<file path="src/rtl/seq_mult_ctrl.sv">
// Shift-and-add multiply sequencer: WIDTH cycles in ADD, out_valid WIDTH+1 clocks after accept.
// Single operation in flight (in_ready only in IDLE); SEQ_MULT_ZERO_BYPASS_EN skips ADD on a zero operand.
module seq_mult_ctrl #(
  parameter int WIDTH = 8
) (
  input  logic               clk,
  input  logic               rst,
  input  logic               in_valid,
  output logic               in_ready,
  input  logic [WIDTH-1:0]   in_a,
  input  logic [WIDTH-1:0]   in_b,
  output logic [WIDTH-1:0]   add_a,
  output logic [WIDTH-1:0]   add_b,
  output logic               add_cin,
  input  logic [WIDTH-1:0]   add_sum,
  input  logic               add_cout,
  output logic               out_valid,
  input  logic               out_ready,
  output logic [2*WIDTH-1:0] out_prod
);

  localparam int CW = $clog2(WIDTH + 1);

  typedef enum logic [1:0] {
    IDLE = 2'd0,
    ADD  = 2'd1,
    DONE = 2'd2
  } state_t;

  state_t             state, state_nxt;
  logic [2*WIDTH-1:0] acc, acc_nxt, prod_nxt;
  logic [WIDTH-1:0]   mcand, mcand_nxt;
  logic [CW-1:0]      cnt, cnt_nxt;

  assign add_cin = 1'b0;

  always_ff @(posedge clk or posedge rst) begin
    if (rst) begin
      state    <= IDLE;
      acc      <= '0;
      mcand    <= '0;
      cnt      <= '0;
      out_prod <= '0;
    end else begin
      state    <= state_nxt;
      acc      <= acc_nxt;
      mcand    <= mcand_nxt;
      cnt      <= cnt_nxt;
      out_prod <= prod_nxt;
    end
  end

  always_comb begin
    state_nxt = state;
    acc_nxt   = acc;
    mcand_nxt = mcand;
    cnt_nxt   = cnt;
    prod_nxt  = out_prod;
    add_a     = '0;
    add_b     = '0;
    in_ready  = 1'b0;
    out_valid = 1'b0;
    case (state)
      IDLE: begin
        in_ready = ~rst;
        if (in_valid) begin
          mcand_nxt = in_a;
          acc_nxt   = {{WIDTH{1'b0}}, in_b};
          cnt_nxt   = CW'(WIDTH);
          state_nxt = ADD;
`ifdef SEQ_MULT_ZERO_BYPASS_EN
          if (in_a == '0 || in_b == '0) begin
            prod_nxt  = '0;
            state_nxt = DONE;
          end
`endif
        end
      end
      ADD: begin
        // multiplier bits sit in the low half and shift out as the product shifts in
        add_a   = acc[2*WIDTH-1:WIDTH];
        add_b   = acc[0] ? mcand : '0;
        acc_nxt = {add_cout, add_sum, acc[WIDTH-1:1]};
        cnt_nxt = cnt - CW'(1);
        if (cnt == CW'(1)) begin
          prod_nxt  = acc_nxt;
          state_nxt = DONE;
        end
      end
      DONE: begin
        out_valid = 1'b1;
        if (out_ready) state_nxt = IDLE;
      end
      default: state_nxt = IDLE;
    endcase
  end

endmodule

</file>
<file path="config.mk">
export PLATFORM = sky130hd
export DESIGN_NAME = seq_mult_ctrl
export DESIGN_NICKNAME = d
export VERILOG_FILES = /design/src/rtl/seq_mult_ctrl.sv
export SDC_FILE = /design/constraint.sdc
export NUM_CORES = 1
export LEC_CHECK = 0
export BUFFER_PORTS_ARGS = -buffer_cell sky130_fd_sc_hd__buf_2
export CORE_MARGIN = 3
export CORE_UTILIZATION = 45
export CTS_CLUSTER_SIZE = 10
export DETAILED_ROUTE_END_ITERATION = 12
export MAX_ROUTING_LAYER = met4
export PLACE_DENSITY = 0.82
export SYNTH_ARGS = -nofsm -noshare
export SYNTH_HDL_FRONTEND = slang
export SYNTH_SLANG_ARGS = --single-unit
</file>
<file path="constraint.sdc">
create_clock -name clk -period 1.5 [get_ports clk]
set_input_delay 0.3 -clock clk [delete_from_list [all_inputs] [get_ports clk]]
set_output_delay 0.3 -clock clk [all_outputs]
set_load 0.01 [all_outputs]
</file>
==> metrics.yaml <==
outcome: "finished with violations"
violations: "setup timing"
instances_no_fill: 312
dr.pass1.iters: 4
die_width_um: 72.8
grt_max_degree: 32
max-vdd-ir-drop_mv: 0.989
die_area_um2: 5300
cap_viol_max_count: 0
ys.flop_type: "dfrtp_1"
path_class: "flip-flop to output port"
drt-initial-drc-count: 94
rsz0062_at_grt: "yes"
start_util_pct: 48.5
ys_warn_count: 0
drc: 0
routed_wl_um: 5280
io-pin-count: 64
vias: 1657
path_cells: "nor2b_4 > buf_4 > and2_1 > buf_2"
clkLatencyLatePin_ns: 0.30
nNetsFinal: 292
synth_top_cell_area_share_pct: 57.3
antenna_found_initial: 0
cts_sinks: 46
gr-total-overflow: 0
synth_edf_count: 0
setup_viol: 29
io_buffers: 62
synth_most_common_cell: "dfrtp_1"
required_ns: 1.20
yosys.area.top_type: "dfrtp_1"
slowest_stage: "dfrtp_1"
synth_common_cells: "dfrtp_1, nand2_1, mux2_2"
vias_per_cell: 5.31
diodes: 0
die_height_um: 72.8
p_leak_nw: 1.51
drive_above_1_share_pct: 56.1
cts_max_level: 2
clk_pin_slew_ns: 0.10
hpwl_um: 3180
syn_area_um2: 2010
setup_ws_ns: -0.190
syn_nets: 202
cts_tree: "yes"
wl_per_cell_um: 16.9
final_antenna_net_count: 0
fmax_mhz: 592
num_rows: 23
grt_pass1_vias: 1631
ys_seq_area_share_pct: 57.3
grt_pass1_wl_um: 8340
hold_path.class: "primary input to flip-flop"
cp.arrival_ns: 1.39
cp_max_fo: 6
synthTopCellsByArea: "dfrtp_1, mux2_2, mux2_4, nand2_1, a22oi_1"
final_max_slew_viol_count: 0
period_share_pct: 113
cp-end-kind: "output port"
fin_skew_ns: 0.0148
cp-start-kind: "flip-flop"
synthArstFlopShare_pct: 100
place_inst: 286
syn2layout_area_growth_pct: 46.2
syn_avg_cell_area_um2: 11.7
grt_usage_pct: 21.4
max_stage_delay_ns: 0.41
synth_cells: 171
period_minus_slack_ns: 1.69
preCtsSetupSlack_ns: -0.0588
ys_types: 26
finalHoldViolCount: 0
power_density_nw_per_um2: 2150
core_area_um2: 4140
cts-root-buf: "clkbuf_8"
numCtsBuffers: 5
gp_congestion: 0.800
cts_buffer_depth: 2
synth_seq_cells: 46
worst paths after layout:
kind	slack [ns]	from	endpoint	cells after the start
worst min register to register	0.50	out_prod[7]	out_prod[7]	1
worst min-delay path	0.19	out_ready	state[1]	2
worst max-delay path	-0.19	state[0]	add_a[2]	4
worst max register to register	-0.07	state[0]	mcand[3]	5
max in group asynchronous	0.44	rst	acc[12]	4
min in group asynchronous	0.56	rst	mcand[4]	3
final cells by class:
type | count | area, µm²
flip-flops and latches | 46 | 1150
well taps | 50 | 62.6
clock inverters | 1 | 5.00
inverters | 4 | 15.0
repair buffers | 91 | 654
multi-input cells | 113 | 962
fillers | 300 | 1210
clock buffers | 7 | 86.3
report_power, final:
part | internal (mW) | switching, mW
clock | 0.373 | 0.419
combinational | 1.81 | 1.45
sequential | 1.84 | 0.412
what timing repair did:
item / in CTS / in global routing
gates resized for setup: 38 / 24
cloned: 3 / 1
endpoints found under the hold margin: 15 / 0
setup buffers: 7 / 10
hold buffers: 1 / 0
pin swaps: 10 / 1
setup endpoints to repair: 34 / 58
layer usage:
| metal | GRT usage [%] | part of all wire [%] | routed length [µm] |
|---|---|---|---|
| met1 | 26.1 | 40 | 2090 |
| met2 | 35.2 | 52 | 2760 |
| met3 | 3.72 | 5.5 | 291 |
| met4 | 8.61 | 2.5 | 130 |
| met5 | - | 0 | 0 |
kinds of logic (layout without fill, tap and decap cells):
kind of cell,Yosys count,in the layout,synth area share [%]
adder cells (fa/ha/maj),2,2,1.25
other,1,1,0.187
AO/OA/AOI/OAI,24,24,7.48
flip-flops,46,46,57.3
buffers and inverters,14,103,3.55
AND/OR/NAND/NOR,60,62,15.1
multiplexers,24,24,15.1
critical path: cells and delay by family, from the launching register on:
| kind | cells | cell delay [ns] |
|---|---|---|
| buffers and inverters | 2 | 0.30 |
| and+or+nand+nor | 2 | 0.37 |
| DFF | 1 | 0.41 |
cell usage in the layout, fill, tap and decap left out, types with 5 or more instances in the layout:
cell      count
a22oi_1       8
and3_4        5
buf_2        52
buf_4        14
buf_6        23
clkbuf_8      6
dfrtp_1      46
mux2_2        7
mux2_4       17
nand2_1      34
o21ai_0       8
through the flow:
| step | setup TNS (ns) | cell area (µm²) | utilization [%] | total power, mW | hold WS [ns] |
|---|---|---|---|---|---|
| floorplan | 0 | 2010 | - | 3.63 | 0.408 |
| global placement | 0 | 2440 | 58.9 | 4.46 | 0.301 |
| detailed placement | -0.730 | 2440 | 58.9 | 4.57 | 0.307 |
| CTS | -2.10 | 2790 | 67.2 | 5.93 | 0.203 |
| global route | -4.68 | 2940 | 70.9 | 6.72 | 0.187 |
| finish | -3.34 | 2940 | 70.9 | 6.31 | 0.185 |
flip-flops by register name (all words and copies together), names as in the netlist:
signal / count
out_prod: 16
acc: 16
cnt: 4
mcand: 8
state: 2
No activity file was read; power rests on OpenSTA's default activity.
